### config.mk
export PLATFORM = sky130hd
export DESIGN_NAME = ternary_lane_feeder_flat
export DESIGN_NICKNAME = d
export VERILOG_FILES = /design/src/rtl/ternary_lane_feeder_pkg.sv /design/src/rtl/ternary_lane_feeder_if.sv /design/src/rtl/ternary_lane_feeder_sanitizer.sv /design/src/rtl/ternary_lane_feeder.sv /design/src/flat_wrapper.sv
export SDC_FILE = /design/constraint.sdc
export NUM_CORES = 1
export LEC_CHECK = 0
export CORE_UTILIZATION = 47
export DETAILED_ROUTE_END_ITERATION = 10
export PLACE_DENSITY = 0.8
export SETUP_SLACK_MARGIN = 0.5
export SLEW_MARGIN = 40
export SYNTH_ARGS = -nofsm -noshare
export SYNTH_HDL_FRONTEND = slang
export SYNTH_HIERARCHICAL = 1
export SYNTH_SLANG_ARGS = --single-unit
### constraint.sdc
create_clock -name clk -period 3.1 [get_ports clk]
set_input_delay 0.93 -clock clk [delete_from_list [all_inputs] [get_ports clk]]
set_output_delay 0.93 -clock clk [all_outputs]
set_load 0.03 [all_outputs]
### src/rtl/ternary_lane_feeder_pkg.sv
// Shared ternary definitions: trit encodings and the feeder state enumeration,
// also consumed by the lane ALU.
package ternary_lane_feeder_pkg;

  typedef enum logic [1:0] {
    ZERO    = 2'b00,
    POS     = 2'b01,
    NEG     = 2'b10,
    ILLEGAL = 2'b11
  } trit_e;

  typedef enum logic [1:0] {
    IDLE,
    STREAM,
    DONE
  } state_e;

  function automatic logic is_illegal(input logic [1:0] code);
    return code == ILLEGAL;
  endfunction

endpackage

### src/rtl/ternary_lane_feeder_if.sv
// Upstream word-pair handshake between the trit source and the lane feeder.
interface ternary_lane_feeder_if #(
  parameter int unsigned TRITS_PER_WORD = 16
);
  logic                          s_valid;
  logic                          s_ready;
  logic [2*TRITS_PER_WORD-1:0]   s_weight;
  logic [2*TRITS_PER_WORD-1:0]   s_trit;

  modport master (output s_valid, s_weight, s_trit, input s_ready);
  modport slave  (input s_valid, s_weight, s_trit, output s_ready);
endinterface

### src/rtl/ternary_lane_feeder_sanitizer.sv
// Combinational trit code check: illegal codes are flagged and replaced by zero.
module ternary_trit_sanitizer
  import ternary_lane_feeder_pkg::*;
(
  input  logic [1:0] code,
  output logic [1:0] trit,
  output logic       illegal
);
  always_comb begin
    illegal = is_illegal(code);
    trit    = illegal ? ZERO : code;
  end
endmodule

### src/rtl/ternary_lane_feeder.sv
// Unpacks buffered weight/input words into one trit pair per cycle for a lane ALU,
// counting down a tile length and flagging illegal codes.
module ternary_lane_feeder
  import ternary_lane_feeder_pkg::*;
#(
  parameter int unsigned TRITS_PER_WORD = 16,
  parameter int unsigned CNT_W          = 16
) (
  input  logic             clk,
  input  logic             reset,
  input  logic             start,
  input  logic [CNT_W-1:0] tile_len,
  ternary_lane_feeder_if.slave s,
  output logic [1:0]       weight_out,
  output logic [1:0]       trit_out,
  output logic             enable_out,
  output logic             busy,
  output logic             tile_done,
  output logic [CNT_W-1:0] invalid_count
);
  localparam int unsigned       PTR_W     = (TRITS_PER_WORD > 1) ? $clog2(TRITS_PER_WORD) : 1;
  localparam int unsigned       SUM_W     = CNT_W + 1;
  localparam logic [PTR_W-1:0]  LAST_SLOT = PTR_W'(TRITS_PER_WORD - 1);

  state_e                      state, state_nxt;
  logic [2*TRITS_PER_WORD-1:0] buf_w, buf_t;
  logic                        full;
  logic [PTR_W-1:0]            ptr;
  logic [CNT_W-1:0]            remain;
  logic                        issue, last_pair, slot_end, xfer, accept_start;
  logic [1:0]                  raw_w, raw_t, cln_w, cln_t;
  logic                        ill_w, ill_t;
  logic [SUM_W-1:0]            inv_sum;
  logic [CNT_W-1:0]            inv_next;

  always_comb begin
    accept_start = start && (state == IDLE);
    issue        = (state == STREAM) && full && (remain != '0);
    last_pair    = issue && (remain == CNT_W'(1));
    slot_end     = (ptr == LAST_SLOT);
    // Refill in the same cycle the buffer's final needed slot issues, unless the tile ends there.
    s.s_ready    = !reset && (state == STREAM) && (remain != '0) &&
                   (!full || (issue && slot_end && !last_pair));
    xfer         = s.s_valid && s.s_ready;
    raw_w        = buf_w[{ptr, 1'b0} +: 2];
    raw_t        = buf_t[{ptr, 1'b0} +: 2];
    busy         = (state != IDLE);
    tile_done    = (state == DONE);
    inv_sum      = {1'b0, invalid_count} + SUM_W'(ill_w) + SUM_W'(ill_t);
    inv_next     = inv_sum[CNT_W] ? '1 : inv_sum[CNT_W-1:0];
  end

  ternary_trit_sanitizer u_san_w (.code(raw_w), .trit(cln_w), .illegal(ill_w));
  ternary_trit_sanitizer u_san_t (.code(raw_t), .trit(cln_t), .illegal(ill_t));

  // STREAM leaves one cycle after the last pair issues so tile_done follows the last enable_out.
  always_comb begin
    state_nxt = state;
    unique case (state)
      IDLE:    if (start) state_nxt = (tile_len != '0) ? STREAM : DONE;
      STREAM:  if (remain == '0) state_nxt = DONE;
      DONE:    state_nxt = IDLE;
      default: state_nxt = IDLE;
    endcase
  end

  always_ff @(posedge clk) begin
    if (reset) state <= IDLE;
    else       state <= state_nxt;
  end

  always_ff @(posedge clk) begin
    if (reset) begin
      buf_w         <= '0;
      buf_t         <= '0;
      full          <= 1'b0;
      ptr           <= '0;
      remain        <= '0;
      weight_out    <= ZERO;
      trit_out      <= ZERO;
      enable_out    <= 1'b0;
      invalid_count <= '0;
    end else begin
      weight_out <= issue ? cln_w : ZERO;
      trit_out   <= issue ? cln_t : ZERO;
      enable_out <= issue;

      if (accept_start)  remain <= tile_len;
      else if (issue)    remain <= remain - CNT_W'(1);

      if (xfer) begin
        buf_w <= s.s_weight;
        buf_t <= s.s_trit;
        full  <= 1'b1;
        ptr   <= '0;
      end else if (last_pair || (issue && slot_end)) begin
        full  <= 1'b0;
        ptr   <= '0;
      end else if (issue) begin
        ptr   <= ptr + PTR_W'(1);
      end

      if (issue) invalid_count <= inv_next;
    end
  end

endmodule

### src/flat_wrapper.sv
// flat-port wrapper written by rule: the top's interface ports become plain ports
module ternary_lane_feeder_flat import ternary_lane_feeder_pkg::*;
#(
  parameter int unsigned TRITS_PER_WORD = 16,
  parameter int unsigned CNT_W          = 16
)
  (clk, reset, start, tile_len, weight_out, trit_out, enable_out, busy, tile_done, invalid_count, s_s_valid, s_s_weight, s_s_trit, s_s_ready);
  ternary_lane_feeder_if #(.TRITS_PER_WORD(TRITS_PER_WORD)) s_i ();
  input  logic clk;
  input  logic reset;
  input  logic start;
  input  logic [CNT_W-1:0] tile_len;
  output logic [1:0] weight_out;
  output logic [1:0] trit_out;
  output logic enable_out;
  output logic busy;
  output logic tile_done;
  output logic [CNT_W-1:0] invalid_count;
  input wire logic [$bits(s_i.s_valid)-1:0] s_s_valid;
  input wire logic [$bits(s_i.s_weight)-1:0] s_s_weight;
  input wire logic [$bits(s_i.s_trit)-1:0] s_s_trit;
  output wire logic [$bits(s_i.s_ready)-1:0] s_s_ready;
  assign s_i.s_valid = s_s_valid;
  assign s_i.s_weight = s_s_weight;
  assign s_i.s_trit = s_s_trit;
  assign s_s_ready = s_i.s_ready;
  ternary_lane_feeder #(.TRITS_PER_WORD(TRITS_PER_WORD), .CNT_W(CNT_W)) u_core (.clk(clk), .reset(reset), .start(start), .tile_len(tile_len), .s(s_i), .weight_out(weight_out), .trit_out(trit_out), .enable_out(enable_out), .busy(busy), .tile_done(tile_done), .invalid_count(invalid_count));
endmodule
### Word-level counts from Yosys, hierarchy flattened

Index checks and enable logic that the tools add are counted.

| operators by class | value |
|---|---|
| mux-type cells | 9 |
| add/subtract/negate cells | 4 |
| bitwise logic cells | 1 |
| reductions and logical operators | 26 |
| shift-type cells | 2 |
| eq/ne operators | 8 |

Operator list:

| cell | number |
|---|---|
| indexed part select 32 x 6 -> 2 bit | 2 |
| two-way mux 16 bit | 3 |
| nonzero test 16 bit | 2 |
| adder 16 x 1 -> 17 bit | 1 |
| adder 17 x 1 -> 17 bit | 1 |
| equality test 16 x 1 -> 1 bit, second input constant | 1 |
| zero test 16 bit | 1 |
| subtractor 16 x 1 -> 16 bit, second input constant | 1 |
| logical AND 1 bit | 10 |
| OR reduction 3 bit | 3 |
| equality test 2 bit, second input constant | 3 |
| two-way mux 2 bit | 3 |
| nonzero test 2 bit | 3 |
| adder 4 x 1 -> 4 bit, second input constant | 1 |
| equality test 4 bit, second input constant | 1 |
| != test 2 bit, second input constant | 2 |
| case mux 2 bit (2 select lines) | 1 |
| zero test 1 bit | 3 |
| equality test 2 x 1 -> 1 bit, second input constant | 1 |
| zero test 2 bit | 1 |
| logical OR 1 bit | 2 |
| two-way mux 1 bit | 2 |
| AND reduction 2 bit | 1 |
| NOT 1 bit | 1 |

| storage, ports and cells | value |
|---|---|
| word-level logic and storage cells | 60 |
| register bits after elaboration | 108 |
| output and inout port bits | 24 |
| input port bits | 84 |

### Logic depth before layout (Yosys ltp)

| logic depth | value |
|---|---|
| depth after elaboration | 10 |
| mapped depth | 14 |
| gate-level depth less buffers | 12 |

### Hierarchy

Netlist, hierarchy kept.

Modules (own cells, without submodules):

| module | area an instance (µm²) | seq. area each (µm²) | times used | cells an instance |
|---|---|---|---|---|
| ternary_lane_feeder | 5,188.7 | 2,162.1 | 1 | 600 |
| ternary_trit_sanitizer | 22.5 | 0.0 | 2 | 3 |

### Least setup slack after synthesis

OpenSTA, ideal clock, no wires.

| path | value |
|---|---|
| path type | flip-flop to flip-flop |
| from | register u_core.ptr[1] |
| to | register u_core.invalid_count[5] |
| library setup time | 91 ps |
| required time | 3,009 ps |
| cell stages (with the launch flop) | 15 |
| path slack | -356 ps |
| buffers on the path | 2 |
| period minus slack after synthesis | 3,456 ps |
| arrival time | 3,365 ps |
| cells stage by stage | dfxtp_1 -> clkbuf_1 -> clkbuf_1 -> mux4_2 -> mux4_2 -> and2_2 -> inv_1 -> fa_1 -> inv_1 -> ha_1 -> nand3_1 -> or4_1 -> o21ai_0 -> a21oi_1 -> a311oi_1 |

| on the way | value |
|---|---|
| cells in the longest elaborated chain, start to end | 5 |
| elaborated cells on any way between the ends | 7 |
| those cells by class | add/sub (2); eq/ne (2); shift (2); mux (1) |

Ends and longest elaborated chain:

| item | RTL line | RTL |
|---|---|---|
| start, declared | ternary_lane_feeder.sv:28 | `logic [PTR_W-1:0] ptr;` |
| start signal, assigned | ternary_lane_feeder.sv:100 | `ptr <= ptr + PTR_W'(1);` |
| indexed part select 32 x 6 -> 2 bit | ternary_lane_feeder.sv:45 | `raw_w = buf_w[{ptr, 1'b0} +: 2];` |
| via u_core.raw_w[1] | ternary_lane_feeder.sv:31 | `logic [1:0] raw_w, raw_t, cln_w, cln_t;` |
| equality test 2 bit | ternary_lane_feeder_pkg.sv:19 | `return code == ILLEGAL;` |
| via u_core.ill_w | ternary_lane_feeder.sv:32 | `logic ill_w, ill_t;` |
| adder 16 x 1 -> 17 bit | ternary_lane_feeder.sv:49 | `inv_sum = {1'b0, invalid_count} + SUM_W'(ill_w) + SUM_W'(ill_t);` |
| adder 17 x 1 -> 17 bit | ternary_lane_feeder.sv:49 |  |
| two-way mux 16 bit | ternary_lane_feeder.sv:50 | `inv_next = inv_sum[CNT_W] ? '1 : inv_sum[CNT_W-1:0];` |
| end signal, assigned | ternary_lane_feeder.sv:103 | `if (issue) invalid_count <= inv_next;` |
| end, declared | ternary_lane_feeder.sv:19 | `output logic [CNT_W-1:0] invalid_count` |

The timed path passes the listed nets, and every way through them passes these cells.
A chain may end at the register's enable or synchronous reset.

### Worst setup path in the final report

| path | value |
|---|---|
| from | register u_core.ptr[0] |
| to | register u_core.invalid_count[10] |

| on the way | value |
|---|---|
| elaborated cells on any way between the ends | 7 |
| those cells by class | add/sub (2); eq/ne (2); shift (2); mux (1) |

RTL lines:

| item | RTL line | RTL |
|---|---|---|
| indexed part select 32 x 6 -> 2 bit | ternary_lane_feeder.sv:46 | `raw_t = buf_t[{ptr, 1'b0} +: 2];` |
| via u_core.raw_t[0] | ternary_lane_feeder.sv:31 |  |
| equality test 2 bit | ternary_lane_feeder_pkg.sv:19 |  |
| via u_core.ill_t | ternary_lane_feeder.sv:32 |  |
| adder 17 x 1 -> 17 bit | ternary_lane_feeder.sv:49 |  |
| two-way mux 16 bit | ternary_lane_feeder.sv:50 |  |

The timed path passes the listed nets, and every way through them passes these cells.

==> impl_results.md <==
* Most common cell in the synthesized netlist: nand2_1
* Critical path type: flip-flop to flip-flop
* Register area at 0.00218 mm²
* Crit path capture type: flip-flop
* Wire per inst at 16.7 µm
* Part of the power in registers at 50.4%
* Final cell count without fillers at 862
* Syn Area/Cell at ~8.6 µm²
* Worst-Margin Slew at 0.751 ns
* Total grt overflow at 0
* Via/cell ratio at 5.79
* Post-Place Cell Area at 0.00644 mm²
* R2R setup slack at approximately 0.069 ns
* First-pass GRT wire length at 23.0 mm
* CTS Hold Bufs at 0
* Standard-cell row count at 38
* Multi-input gate area at 0.00300 mm²
* Yosys top cell by area: dfxtp_1
* Antenna Violating Nets Remaining at 0
* I/O pins at 108
* PwrDens at 428 mW/mm²
* Minimum clock period at 3.03 ns
* YS warnings at 6
* Cts bufs inserted at 9
* #FFs+latches synth at 108
* Crit path DAT at 3.32 ns
* Routed WL at 14.4 mm
* DR iter-0 viols at 278
* Internal power at ~0.0021 W
* Hold crit path type: flip-flop to flip-flop
* Clk_lat worst skew at 0.38 ns
* Die Span X at 108 µm
* Hold Path End: u_core/buf_w[15]
* CTS H-tree depth at 3
* Hold path depth at 2
* Period utilization at 97.8%
* Design Power at between 0.003 and 0.004 W
* Final Hold Vio Count at 0
* Worst-path clk slew at ~0.12 ns
* Fill cells at 885
* Post-DP HPWL at 9.57 mm
* VDD IR-drop max at 0.000225 V
* Die area at 0.0116 mm²
* Initial Utilization at 48.3%
* Clock buffer depth at 2
* Net Sw Frac at 30.9%
* Largest net degree at the start of global routing at about 100
* Sw Pwr at roughly 0.00093 W
* Crit Reg-Reg Startpoint: u_core/ptr[0]
* Status: completed
* Vias at 4991
* Fraction of registers with async set/reset at 0%
* Number of global-route vias before repair at 4916
* Mapped Cells at 606
* Core Area at approximately 0.011 mm²
* # diodes at 0
* Number of synthesized flops with an enable pin at 0
* Worst hold slack at 0.467 ns
* Clk network pwr share at 28.2%
* Rel. slew slack at between 40% and 50%
* Initial antenna violation count at 0
* R2R depth at 13
* CTS Root Buffer Type: clkbuf_8
* Number of max-cap violations at 0
* Die Span Y at 108 µm
* Drt first pass iters at 5
* Fmax at 330 MHz
* Final core utilization at 64.7%
* # DRC at 0
* Gr usage total at 25.3%
* RSZ-0062 raised after global routing: true
* CP Launch Type: flip-flop
* Placed Cells at 823
* Slew Viols, Final at 0
* Finished Cell Area at 0.00701 mm²
* WP data required at 3.39 ns
* CTS tree: done
* Top-area cell type share of the netlist area at 41.3%
* Dominant cells by area after synthesis: dfxtp_1 41%, nand2_1 11%, mux4_2 8.6%, a21oi_1 8.0%, a31oi_1 1.9%
* Layout cells sized above 1 at 17.7%
* Most used DFF post-synth: dfxtp_1
* Setup violators final at 0
* Final setup skew at 0.0138 ns
* Distinct cells, synth at between 60 and 70
* Reg2reg end: u_core/invalid_count[10]
* Hold path start: u_core/buf_w[15]
* Count of input and output buffers at 107
* Gp weighted congestion at 0.847
* Register area share after synthesis at approximately two fifths
* Most frequent cells after synthesis: 150 x nand2_1, 108 x dfxtp_1, 84 x a21oi_1, 24 x nor2_1, 20 x mux4_2
* Layout Nets at 807
* CP max FO at 8
* Comb power frac at 21.3%
* Mapped cell area at 0.00523 mm²
* Clock Sinks at 108
* Synth Net Count at 696
* Leakage at 2.35 nW
* P&R area growth vs syn at 34.0%
[through the flow]
stage               worst slack [ns]  TNS [ns]
finish                        0.0693         0
global route                 -0.0567    -0.237
CTS                           0.0940         0
detailed placement          -0.00255  -0.00255
global placement              0.0856         0
floorplan                      0.115         0
[cells in the final DEF, fill, tap and decap left out, types with 4 or more instances in the layout]
cell / instances
buf_4: 26
dfxtp_1: 102
nor4_1: 8
nand3_1: 13
nand4_1: 7
inv_1: 5
nor3_1: 13
buf_12: 5
a31oi_1: 16
a211oi_1: 8
nand2_1: 149
nor2_1: 23
and3_1: 4
or3_1: 7
a311oi_1: 5
nor2b_1: 4
mux4_2: 20
a21oi_1: 82
and2_1: 6
clkdlybuf4s50_1: 100
clkbuf_8: 9
ha_4: 4
o21ai_0: 6
o211ai_1: 5
nor4_4: 4
dfxtp_4: 4
[sequential cells by signal (all words and copies together), names as in the netlist, 2 cells and up]
| register | count |
|---|---|
| u_core/buf_t | 32 |
| u_core/buf_w | 32 |
| u_core/invalid_count | 16 |
| u_core/ptr | 4 |
| u_core/remain | 16 |
| u_core/state | 2 |
| u_core/trit_out | 2 |
| u_core/weight_out | 2 |
[kinds of logic (layout without fill, tap and decap cells)]
family / count (synthesis) / in the layout / synth area share, %
DFF: 108 / 108 / 41.3
and+or+nand+nor: 274 / 274 / 25.4
adders and majority gates: 6 / 6 / 1.58
xor gates and xnor gates: 3 / 3 / 0.502
AOI/OAI and AO/OA: 145 / 145 / 17.2
buffers and inverters: 50 / 166 / 5.40
muxes: 20 / 20 / 8.61
[worst max-delay path by stage]
stage,cells after the start,end,startpoint,slack [ns]
3_3_place_gp,13,u_core/invalid_count[15],u_core/ptr[0],0.09
5_1_grt,12,u_core/invalid_count[6],u_core/ptr[0],-0.06
2_1_floorplan,14,u_core/invalid_count[15],u_core/ptr[0],0.11
4_1_cts,13,u_core/invalid_count[10],u_core/ptr[0],0.09
6_report,13,u_core/invalid_count[10],u_core/ptr[0],0.07
3_5_place_dp,13,u_core/invalid_count[15],u_core/ptr[0],-0.003
[area by class of cell]
| type | count | area share (%) |
|---|---|---|
| clock buffer | 10 | 1.82 |
| clock inverter | 6 | 0.963 |
| inverter | 10 | 0.607 |
| multi-input combinational | 448 | 42.8 |
| sequential | 108 | 31.1 |
| tap | 140 | 2.50 |
| timing repair buffer | 140 | 20.2 |
[power groups by stage]
stage / Sequential [W] / Combinational (W) / Clock (W)
after detailed placement: 0.00154 / 0.000556 / 0
final: 0.00151 / 0.000641 / 0.000848
after global placement: 0.00154 / 0.000540 / 0
after floorplan: 0.00153 / 0.000363 / 0
after global routing: 0.00152 / 0.000690 / 0.000912
after CTS: 0.00151 / 0.000605 / 0.000860
[repair_timing]
| item | 4_1_cts | 5_1_grt |
|---|---|---|
| resized for setup | 30 | 17 |
| gates cloned | 1 | 0 |
| setup endpoints to repair | 19 | 19 |
| setup buffers | 15 | 7 |
| pin swaps | 20 | 10 |
[metal layers]
| layer | up-vias | routed length (µm) | GRT usage, % |
|---|---|---|---|
| met3 | 51 | 804 | 4.18 |
| li1 | 2396 | - | - |
| met1 | 2336 | 5800 | 29.7 |
| met5 | - | 0 | 0 |
| met4 | 0 | 649 | 14.4 |
| met2 | 208 | 7120 | 43.6 |
[worst max-delay path, cell delays in order, from the launching register on]
cell	delay, ns
dfxtp_4	0.40
buf_12	0.14
mux4_2	0.53
mux4_2	0.49
and2_4	0.18
inv_2	0.05
fa_2	0.20
inv_2	0.05
ha_4	0.17
and3_4	0.20
nand2_1	0.12
a211oi_4	0.06
nor2b_1	0.17
a211oi_2	0.19
Power figures use the tool's default switching activity.
